$ cat config.mk
export PLATFORM = sky130hd
export DESIGN_NAME = mem_port_reader
export DESIGN_NICKNAME = d
export VERILOG_FILES = /design/src/rtl/mem_port_pkg.sv /design/src/rtl/mem_port_reader.sv
export SDC_FILE = /design/constraint.sdc
export NUM_CORES = 1
export LEC_CHECK = 0
export ABC_AREA = 1
export CAP_MARGIN = 20
export CORE_MARGIN = 3
export CORE_UTILIZATION = 42
export DETAILED_ROUTE_END_ITERATION = 8
export PLACE_DENSITY = 0.74
export SYNTH_ARGS = -nofsm -noshare
export SYNTH_HDL_FRONTEND = slang
export SYNTH_SLANG_ARGS = --single-unit
$ cat constraint.sdc
create_clock -name clk -period 23.7 [get_ports clk]
set_input_delay 4.74 -clock clk [delete_from_list [all_inputs] [get_ports clk]]
set_output_delay 4.74 -clock clk [all_outputs]
set_load 0.01 [all_outputs]
$ cat src/rtl/mem_port_pkg.sv
// Shared types and helpers for the packed memory-port reader.
package mem_port_pkg;

  typedef enum logic [1:0] {
    IDLE   = 2'd0,
    STREAM = 2'd1,
    DONE   = 2'd2
  } state_t;

  // Index width: clog2 of depth, but never below 1 so DEPTH=1 still has a port.
  function automatic int idx_w(input int depth);
    return (depth > 1) ? $clog2(depth) : 1;
  endfunction

endpackage

$ cat src/rtl/mem_port_reader.sv
// Snapshots a flat DEPTH x WIDTH memory image on start, then streams it word by
// word over valid/ready, lowest index first, with a running modulo checksum.
module mem_port_reader
  import mem_port_pkg::*;
#(
  parameter int WIDTH = 32,
  parameter int DEPTH = 10,
  parameter int IDX_W = idx_w(DEPTH)
) (
  input  logic                   clk,
  input  logic                   rst,
  input  logic                   start,
  input  logic [DEPTH*WIDTH-1:0] mem_in,
  output logic                   busy,
  output logic                   out_valid,
  input  logic                   out_ready,
  output logic [WIDTH-1:0]       out_data,
  output logic [IDX_W-1:0]       out_idx,
  output logic                   out_last,
  output logic                   done,
  output logic [WIDTH-1:0]       checksum
);

  localparam logic [IDX_W-1:0] LAST_IDX = IDX_W'(DEPTH - 1);

  state_t           state_q, state_d;
  logic [IDX_W-1:0] idx_q;
  logic [WIDTH-1:0] sum_q;
  logic [WIDTH-1:0] snap [DEPTH];
  logic             at_last;
  logic             xfer;
  logic             accept;

  assign at_last  = (idx_q == LAST_IDX);
  assign xfer     = out_valid && out_ready;
  assign accept   = (state_q == IDLE) && start;
  assign checksum = sum_q;

  // Word outputs are forced to zero outside STREAM so the unreset snapshot
  // never leaks onto the port.
  always_comb begin
    state_d   = state_q;
    busy      = (state_q != IDLE);
    out_valid = 1'b0;
    out_data  = '0;
    out_idx   = '0;
    out_last  = 1'b0;
    done      = 1'b0;
    case (state_q)
      IDLE: begin
        if (start) state_d = STREAM;
      end
      STREAM: begin
        out_valid = 1'b1;
        out_data  = snap[idx_q];
        out_idx   = idx_q;
        out_last  = at_last;
        if (out_ready && at_last) state_d = DONE;
      end
      DONE: begin
        done    = 1'b1;
        state_d = IDLE;
      end
      default: state_d = IDLE;
    endcase
  end

  always_ff @(posedge clk) begin
    if (rst) state_q <= IDLE;
    else     state_q <= state_d;
  end

  // Index saturates at the last word; leaving STREAM is what ends the walk,
  // so non-power-of-two depths never index past the array.
  always_ff @(posedge clk) begin
    if (rst) begin
      idx_q <= '0;
      sum_q <= '0;
    end else if (accept) begin
      idx_q <= '0;
      sum_q <= '0;
    end else if (xfer) begin
      sum_q <= sum_q + out_data;
      if (!at_last) idx_q <= idx_q + 1'b1;
    end
  end

  always_ff @(posedge clk) begin
    if (!rst && accept) begin
      for (int i = 0; i < DEPTH; i++) snap[i] <= mem_in[i*WIDTH +: WIDTH];
    end
  end

endmodule

Word-level counts from Yosys, hierarchy flattened
Memory sizes are Yosys's and may differ from the RTL's. A register that Yosys moved wholly into a read port is not among the register bits. Cells that the tools add are included.

Add/subtract/negate cells: 2. Equal/unequal tests: 5. Mux-type cells: 12. Bitwise logic cells: 1. Reductions and logical operators: 10.

Operators by type and width (count): $add A32 B32 Y32 (1); $mux W32 (1); $mux W4 (3); $mux W1 (5); $add A4 B1 Y4 const B (1); $eq A4 B4 Y1 const B (1); $logic_and A1 B1 Y1 (4); $mux W2 (2); $ne A2 B2 Y1 const B (2); $pmux W2 S2 (1); $reduce_and A2 Y1 (2); $eq A2 B1 Y1 const B (1); $eq A2 B2 Y1 const B (1); $logic_not A2 Y1 (1); $reduce_bool A2 Y1 (1); $reduce_or A2 Y1 (1); $logic_not A1 Y1 (1); $not A1 Y1 (1).

Bits in registers: 38. Bits in writable memories: 320. Bits of input ports: 324. Output and inout port bits: 72. Logic and storage cells: 34. Memories kept: 1.

Memories: snap (words 10, bits a word 32, rd ports 1, clocked after Yosys merged registers in 1, wr ports 10, line mem_port_reader.sv:29) `logic [WIDTH-1:0] snap [DEPTH];`.

Longest topological paths before layout
Gate-level depths: netlist of run 1.

Depth in word-level cells: 6. Gate-level depth with buffers: 24. Depth with buffers taken out: 21.

Worst setup path after synthesis of run 1
Ideal clock, no wire load.

Path type: input-to-reg. Start: input start. End: memory snap[0][0] (enable). Library setup time: 1.007 ns. Arrival: 18.067 ns. Setup slack: 4.626 ns. Stages: 2. Path buffers: 0. Cells stage by stage: nand2_1 nor2_1.

RTL lines: from (decl) (line mem_port_reader.sv:12) `input logic start,`; to (decl) (line mem_port_reader.sv:29).

==> results of run 1 <==
cells in the final DEF (no fill, tap or decap), types with 3 or more instances in the layout:
master,Yosys,final
o22ai_1,31,31
nand4_1,8,8
o21a_1,10,10
nor2_2,4,4
inv_2,4,4
a21o_1,4,4
nor3_1,10,10
ha_1,33,33
nand2_2,11,11
o21ai_1,35,35
clkbuf_16,0,42
clkdlybuf4s50_1,0,395
diode_2,0,13
xor2_1,14,14
clkbuf_1,28,10
clkinv_1,1,4
inv_1,99,99
a21oi_2,3,3
nand3_1,34,34
o221ai_1,31,31
o21bai_1,25,25
dfxtp_1,42,39
nor2_1,175,174
nand2_1,180,180
a221oi_2,29,29
clkinv_4,0,3
a21oi_1,71,71
nor2_4,2,3
o21ai_0,153,153
buf_4,10,8
edfxtp_1,320,320
through the flow:
step	cell area (um2)	total power, mW
after floorplan	16200	0.824
after global placement	20400	0.906
after detailed placement	20400	0.910
after CTS	21700	1.51
after global routing	21700	1.54
final	21700	1.50
cells by family (layout without fill, tap and decap cells):
family	Yosys count	count (layout)
XOR/XNOR	15	15
adder cells (fa/ha/maj)	34	34
buffers and inverters	177	575
flip-flops	362	362
AO/OA/AOI/OAI	396	396
other	0	13
AND/OR/NAND/NOR	433	433
power by group through the flow:
stage	registers (mW)	clock network, mW	logic [mW]
finish	0.737	0.601	0.161
global route	0.738	0.634	0.173
CTS	0.737	0.611	0.160
detailed placement	0.750	0	0.160
global placement	0.749	0	0.157
floorplan	0.759	0	0.0653
final timing paths:
check                               endpoint  cells past startpoint  startpoint  slack [ps]
worst max register to register  checksum[19]                     18   flip-flop       18620
worst min-delay path               flip-flop                      2    idx_q[3]         540
worst max-delay path             out_data[6]                      7   flip-flop       14490
worst min register to register     flip-flop                      2    idx_q[3]         540
cell usage after synthesis (7+ instances only):
cell | n | area [um2]
a21oi_1 | 71 | 355
a221oi_2 | 29 | 435
buf_2 | 24 | 120
buf_4 | 10 | 75.1
buf_6 | 7 | 78.8
clkbuf_1 | 28 | 105
dfxtp_1 | 42 | 841
edfxtp_1 | 320 | 9610
ha_1 | 33 | 413
inv_1 | 99 | 372
nand2_1 | 180 | 676
nand2_2 | 11 | 68.8
nand3_1 | 34 | 170
nand4_1 | 8 | 50.1
nor2_1 | 175 | 657
nor3_1 | 10 | 50.1
o21a_1 | 10 | 75.1
o21ai_0 | 153 | 766
o21ai_1 | 35 | 175
o21bai_1 | 25 | 188
o221ai_1 | 31 | 272
o22ai_1 | 31 | 194
xor2_1 | 14 | 123
flip-flops by register name (all words and copies together), names as in the netlist, named ones only:
name / cells
snap: 320
checksum: 32
idx_q: 4
state_q: 2
worst max-delay path, cell delays in order, from the launching register on:
cell             delay, ps
dfxtp_4                590
inv_6                  570
buf_4                  730
o21ai_0                170
o22ai_1                290
o21ai_1                160
a221oi_2               590
clkdlybuf4s50_1        660
cell type report:
class                   instances  area [um2]  share of cell area
flip-flops and latches        362       10500               0.481
clock inverters                12         151             0.00696
well taps                     511         639              0.0294
inverters                     105         399              0.0184
diodes                         13        32.5             0.00150
multi-input cells             878        4910               0.226
clock buffers                  53        1100              0.0507
repair buffers                405        4060               0.187
layer usage:
metal | GRT usage | vias up | wire length (um)
met1 | 0.322 | 5960 | 21300
met2 | 0.393 | 590 | 24300
met4 | 0.103 | 0 | 2070
met5 | 0 | - | 0
met3 | 0.0485 | 117 | 4120
li1 | - | 5874 | -
==> results.sh, run 1 <==
export IMPL_die_area_um2=40800
export IMPL_synth_top_family_by_area="compound AO/OA/AOI/OAI gates"
export IMPL_irDropWorstVdd_mv=0.0647
export IMPL_rsz0062_at_grt="false"
export IMPL_postSynthAreaPerCell_um2=11.4
export IMPL_final_antenna_net_count=0
export IMPL_power_frac_comb=0.107
export IMPL_placed_cells=2260
export IMPL_final_util=0.576
export IMPL_gp_congestion=0.928
export IMPL_yosys_warnings=0
export IMPL_drv_cap=0
export IMPL_worstPathMaxFanout=89
export IMPL_wl_per_cell_um=22.1
export IMPL_slew_limit_headroom=0.265
export IMPL_fin_cells=2339
export IMPL_num_rows=71
export IMPL_hold_class="flip-flop to flip-flop"
export IMPL_yosys_area_share_adder=0.0268
export IMPL_cts_hold_buf=0
export IMPL_post_route_period_util=0.389
export IMPL_async_flop_share=0
export IMPL_numPortBuffers=395
export IMPL_post_place_ws_ps=15080
export IMPL_die_h_um=202
export IMPL_wl_mm=51.8
export IMPL_synth_cell_types=45
export IMPL_syn_cell_area_um2=16200
export IMPL_grt_max_degree=166
export IMPL_postCtsSetupBuffers=0
export IMPL_pwr_share_clk=0.401
export IMPL_initialDrtViolationCount=1091
export IMPL_vias=12500
export IMPL_seqPwrFrac=0.492
export IMPL_setup_ws_ps=14490
export IMPL_power_internal_mw=1.15
export IMPL_clockBufferDepth=3
export IMPL_cellPowerDensity_nw_per_um2=68.9
export IMPL_synth_edf_count=320
export IMPL_start_kind="flip-flop"
export IMPL_min_period_ps=9210
export IMPL_synth_mux_area_frac=0
export IMPL_grt_usage=0.243
export IMPL_leakage_nw=8.08
export IMPL_initial_core_util=0.428
export IMPL_post_cts_resized=0
export IMPL_clk_insertion_delay_late_ps=560
export IMPL_syn_num_nets=1775
export IMPL_syn_instance_count=1417
export IMPL_crit_path_end_kind="output pin"
export IMPL_fmax_ghz=0.109
export IMPL_p_sw_frac=0.230
export IMPL_setup_tns_final_ps=0
export IMPL_first_global_vias=12400
export IMPL_synth_simple_area_share=0.111
export IMPL_outcome="complete, no violations"
export IMPL_clock_tree_root_cell="clkbuf_16"
export IMPL_synth_compound_area_share=0.158
export IMPL_required_ps=18960
export IMPL_final_nets=2151
export IMPL_antenna_found_initial=12
export IMPL_clock_sinks=362
export IMPL_io_pin_count=396
export IMPL_criticalPathCategory="flip-flop to output pin"
export IMPL_ys_seq_area_frac=0.647
export IMPL_numCtsBuffers=41
export IMPL_clkTransAtPathRegs_ps=60
export IMPL_ys_flop_type="edfxtp_1"
export IMPL_arrival_ps=4470
export IMPL_fillers=3099
export IMPL_p_switching_mw=0.344
export IMPL_fin_skew_ps=10.1
export IMPL_hold_ws_ps=541
export IMPL_drcViolationCount=0
export IMPL_area_growth_pct=34.7
export IMPL_gr_total_overflow=0
export IMPL_ys_ff_latch=362
export IMPL_drive_above_1_share=0.0689
export IMPL_final_max_slew_viol_count=0
export IMPL_synth_xor_area_frac=0.00813
export IMPL_die_width_um=202
export IMPL_h_tree_depth=2
export IMPL_drtPass1Iterations=7
export IMPL_grt_pass1_wl_mm=74.6
export IMPL_vias_per_cell=5.36
export IMPL_final_hold_viol_count=0
export IMPL_dp_final_hpwl_mm=37.9
export IMPL_cts_tree="yes"
export IMPL_coreArea_um2=37800
export IMPL_worst_pin_slew_ps=1100
export IMPL_setup_viol=0
Note: power is estimated with default switching activity, not from simulation.
==> run 2, diff against run 1 <==
clock period = 8.7 ns   (was 23.7 ns; I/O delays follow)
==> run 2 against run 1 <==
- register-to-register slack got worse by 15000 ps
- count of clock-buffer cells in the layout fell by 2
- global-route usage rose by 0.19 points
- highest routed layer is now met5
==> results.sh, run 2 (synthesized netlist as in run 1, its figures left out) <==
export IMPL_busiest_layer="met2"
export IMPL_antenna_found_initial=16
export IMPL_seqCellArea_um2=10500
export IMPL_wl_mm=51.6
export IMPL_path_delay_family="buffers and inverters"
export IMPL_clk_insertion_delay_late_ps=570
export IMPL_clockBufferDepth=3
export IMPL_start_kind="flip-flop"
export IMPL_drcViolationCount=0
export IMPL_gp_congestion=0.934
export IMPL_clkTransAtPathRegs_ps=60
export IMPL_numPortBuffers=395
export IMPL_fin_skew_ps=28.0
export IMPL_final_nets=2149
export IMPL_worst_pin_slew_ps=1080
export IMPL_cpPeakStageDelay_ps=850
export IMPL_hold_ws_ps=533
export IMPL_initialDrtViolationCount=1153
export IMPL_fillers=3153
export IMPL_grt_pass1_wl_mm=75.4
export IMPL_finalInstanceArea_um2=21700
export IMPL_vias_per_cell=5.35
export IMPL_fmax_ghz=0.170
export IMPL_grt_max_degree=189
export IMPL_final_antenna_net_count=0
export IMPL_dp_final_hpwl_mm=37.9
export IMPL_postCtsSetupBuffers=0
export IMPL_clock_tree_root_cell="clkbuf_16"
export IMPL_first_global_vias=12500
export IMPL_critical_path_slowest_cell="dfxtp_4"
export IMPL_vias=12500
export IMPL_num_rows=71
export IMPL_outcome="complete, no violations"
export IMPL_final_max_slew_viol_count=0
export IMPL_initial_core_util=0.428
export IMPL_power_mw=4.02
export IMPL_cts_hold_buf=0
export IMPL_grtUsageMet2=0.399
export IMPL_cpMostUsedCell="o21ai_0"
export IMPL_final_util=0.575
export IMPL_arrival_ps=4150
export IMPL_post_route_period_util=0.677
export IMPL_criticalPathCategory="flip-flop to output pin"
export IMPL_cts_tree="yes"
export IMPL_met3_usage=0.0535
export IMPL_rsz0062_at_grt="false"
export IMPL_coreArea_um2=37800
export IMPL_slew_limit_headroom=0.277
export IMPL_worstPathMaxFanout=90
export IMPL_numCtsBuffers=40
export IMPL_setup_viol=0
export IMPL_setup_tns_final_ps=0
export IMPL_required_ps=6960
export IMPL_h_tree_depth=2
export IMPL_die_width_um=202
export IMPL_final_hold_viol_count=0
export IMPL_drive_above_1_share=0.0719
export IMPL_die_h_um=202
export IMPL_layout_commonest_cell="clkdlybuf4s50_1"
export IMPL_layout_common_cells="395 x clkdlybuf4s50_1, 320 x edfxtp_1, 180 x nand2_1"
export IMPL_place_area_um2=20400
export IMPL_wl_per_cell_um=22.0
export IMPL_leakage_nw=8.08
export IMPL_die_area_um2=40800
export IMPL_hold_class="flip-flop to flip-flop"
export IMPL_drtPass1Iterations=7
export IMPL_grt_met1_usage=0.326
export IMPL_gr_total_overflow=0
export IMPL_worst_path_buf_inv=2
export IMPL_cellPowerDensity_nw_per_um2=185
export IMPL_min_period_ps=5890
export IMPL_cp_cell_sequence="buf_4, o21ai_0, o221ai_1, o21ai_0, a21oi_1, clkdlybuf4s50_1"
export IMPL_io_pin_count=396
export IMPL_post_cts_resized=0
export IMPL_area_growth_pct=34.5
export IMPL_clock_sinks=362
export IMPL_largest_reg_flops=320
export IMPL_largest_register="snap"
export IMPL_drv_cap=0
export IMPL_crit_path_end_kind="output pin"
export IMPL_multiInputGateArea_um2=4910
export IMPL_irDropWorstVdd_mv=0.156
export IMPL_grt_usage=0.245
run 2: changes by cell type in the layout (fill, tap and decap cells not counted), moves of 2 or more:
cell       previous run  this run
clkinv_2              0        10
buf_4                 8         6
clkbuf_16            42        40
clkinv_4              3         1
run 2: through the flow:
step	worst slack (ps)	cells
after CTS	2720	2332
after global routing	2530	2347
final	2810	2347
after floorplan	1680	1417
after global placement	3440	2258
after detailed placement	3350	2258
run 2: worst min-delay path: cells and delay by family, from the launching register on:
family                 cells  cell delay (ps)
buffers and inverters      1               80
flip-flops                 1              320
AO/OA/AOI/OAI              1               80
run 2: final timing paths:
kind	start	endpoint	slack, ps	cells after the start
worst max-delay path	flip-flop	out_data[1]	2810	6
worst max register to register	flip-flop	checksum[20]	3830	19
worst min-delay path	idx_q[3]	flip-flop	530	2
worst min register to register	idx_q[3]	flip-flop	530	2
run 2: per-layer routing:
layer  wire (um)  vias up
li1            -     5884
met1       21500     5981
met2       24900      586
met3        3800       92
met4        1400        4
met5          18        -
run 2: cell type report:
type,count,area share
flip-flops and latches,362,0.481
repair buffers,404,0.188
well taps,511,0.0294
clock buffers,51,0.0480
multi-input cells,878,0.226
clock inverters,23,0.00806
diodes,13,0.00150
inverters,105,0.0184
run 2: report_power, final:
group	internal, mW	switching [mW]	leakage (nW)
sequential	1.98	0.0284	3.31
combinational	0.215	0.223	4.18
clock	0.888	0.692	0.593
==> run 3, diff against run 2 <==
clock period = 5.5 ns   (was 8.7 ns; I/O delays follow)
==> run 3 against run 2 <==
- sequential share of layout area down 0.17 points
- final area up 0.36%
- final cell count up 0.34%
- first-iteration DRC count down 8.2%
- combinational power up 63%
- clock skew down 17 ps
==> results.sh, run 3 (synthesized netlist as in run 1, its figures left out) <==
export IMPL_cts_tree="yes"
export IMPL_clockBufferDepth=3
export IMPL_grt_pass1_wl_mm=75.5
export IMPL_r2r_end="checksum[22]"
export IMPL_cellPowerDensity_nw_per_um2=291
export IMPL_setup_viol=0
export IMPL_antenna_found_initial=14
export IMPL_final_hold_viol_count=0
export IMPL_clkTransAtPathRegs_ps=50
export IMPL_leakage_nw=8.13
export IMPL_rsz0062_at_grt="false"
export IMPL_worstPathMaxFanout=51
export IMPL_vias_per_cell=5.34
export IMPL_final_nets=2162
export IMPL_clk_insertion_delay_late_ps=520
export IMPL_clock_tree_root_cell="clkbuf_16"
export IMPL_slew_limit_headroom=0.307
export IMPL_r2r_setup_slack_ps=1230
export IMPL_post_route_period_util=0.874
export IMPL_arrival_ps=3710
export IMPL_clock_sinks=362
export IMPL_gr_total_overflow=0
export IMPL_gp_congestion=0.941
export IMPL_cts_hold_buf=0
export IMPL_h_tree_depth=2
export IMPL_dp_final_hpwl_mm=39.0
export IMPL_drv_cap=0
export IMPL_final_antenna_net_count=0
export IMPL_outcome="complete, no violations"
export IMPL_fmax_ghz=0.208
export IMPL_crit_path_end_kind="output pin"
export IMPL_wl_mm=52.0
export IMPL_area_growth_pct=35.0
export IMPL_num_rows=71
export IMPL_layout_commonest_cell="clkdlybuf4s50_1"
export IMPL_min_period_ps=4810
export IMPL_criticalPathCategory="flip-flop to output pin"
export IMPL_grt_max_degree=92
export IMPL_worst_pin_slew_ps=1040
export IMPL_place_area_um2=20600
export IMPL_coreArea_um2=37800
export IMPL_cp_cell_sequence="buf_4, o21ai_0, o22ai_1, o21ai_1, a221oi_2, clkdlybuf4s50_1"
export IMPL_drive_above_1_share=0.0753
export IMPL_critical_path_slowest_cell="dfxtp_4"
export IMPL_hold_class="flip-flop to flip-flop"
export IMPL_die_area_um2=40800
export IMPL_vias=12600
export IMPL_fin_skew_ps=10.7
export IMPL_io_pin_count=396
export IMPL_layout_common_cells="395 x clkdlybuf4s50_1, 320 x edfxtp_1, 179 x nand2_1"
export IMPL_die_width_um=202
export IMPL_final_max_slew_viol_count=0
export IMPL_critPathCapture="out_data[23]"
export IMPL_required_ps=4400
export IMPL_numPortBuffers=395
export IMPL_initialDrtViolationCount=1059
export IMPL_first_global_vias=12400
export IMPL_cpPeakStageDelay_ps=700
export IMPL_drtPass1Iterations=5
export IMPL_setup_tns_final_ps=0
export IMPL_wl_per_cell_um=22.1
export IMPL_die_h_um=202
export IMPL_drcViolationCount=0
export IMPL_numCtsBuffers=39
export IMPL_irDropWorstVdd_mv=0.281
export IMPL_largest_register="snap"
export IMPL_initial_core_util=0.428
export IMPL_grt_usage=0.246
export IMPL_postCtsSetupBuffers=0
export IMPL_post_cts_resized=0
export IMPL_finalInstanceArea_um2=21800
export IMPL_start_kind="flip-flop"
export IMPL_largest_reg_flops=320
export IMPL_ff2ff_path_depth=20
-- run 3: routing by layer --
metal	GRT usage	routed length (um)	up-vias	part of all wire
met2	0.393	24500	608	0.47
met3	0.0546	4110	93	0.079
met1	0.327	21400	5967	0.41
met4	0.104	1850	6	0.036
met5	0	36	-	0.00069
li1	-	-	5909	-
-- run 3: critical path, delay by kind of cell, from the launching register on --
kind | cells | cell delay [ps]
AOI/OAI and AO/OA | 4 | 1230
DFF | 1 | 700
buffers and inverters | 2 | 1170
-- run 3: metrics by stage --
| step | hold slack, ps | std cells | util | worst slack (ps) | total power, mW |
|---|---|---|---|---|---|
| 2_1_floorplan | 471 | 1417 | - | -815 | 3.51 |
| 3_3_place_gp | 495 | 2274 | 0.545 | 1270 | 3.92 |
| 3_5_place_dp | 512 | 2274 | 0.545 | 1270 | 3.94 |
| 4_1_cts | 520 | 2343 | 0.577 | 771 | 6.39 |
| 5_1_grt | 567 | 2355 | 0.578 | 555 | 6.55 |
| 6_report | 522 | 2355 | 0.578 | 692 | 6.35 |
-- run 3: where the power goes --
group,switching (mW),leakage (nW),internal (mW),total (mW)
Clock,1.04,0.572,1.42,2.46
Sequential,0.0441,3.31,3.12,3.17
Combinational,0.365,4.24,0.348,0.714
Total,1.45,8.13,4.90,6.35
-- run 3: worst min path at each step --
stage	end	from	slack [ps]	cells past startpoint
3_5_place_dp	checksum[31]	checksum[31]	510	2
2_1_floorplan	flip-flop	idx_q[3]	470	2
6_report	checksum[31]	checksum[31]	520	2
4_1_cts	checksum[31]	checksum[31]	520	2
5_1_grt	checksum[31]	checksum[31]	570	2
3_3_place_gp	checksum[31]	checksum[31]	500	2
-- run 3: cell type report --
| class | instances | area [um2] |
|---|---|---|
| clock buffer | 53 | 1080 |
| multi-input combinational | 878 | 4910 |
| antenna | 12 | 30.0 |
| fill | 3078 | 16000 |
| clock inverter | 16 | 108 |
| sequential | 362 | 10500 |
| inverter | 105 | 399 |
| timing repair buffer | 418 | 4180 |
| tap | 511 | 639 |
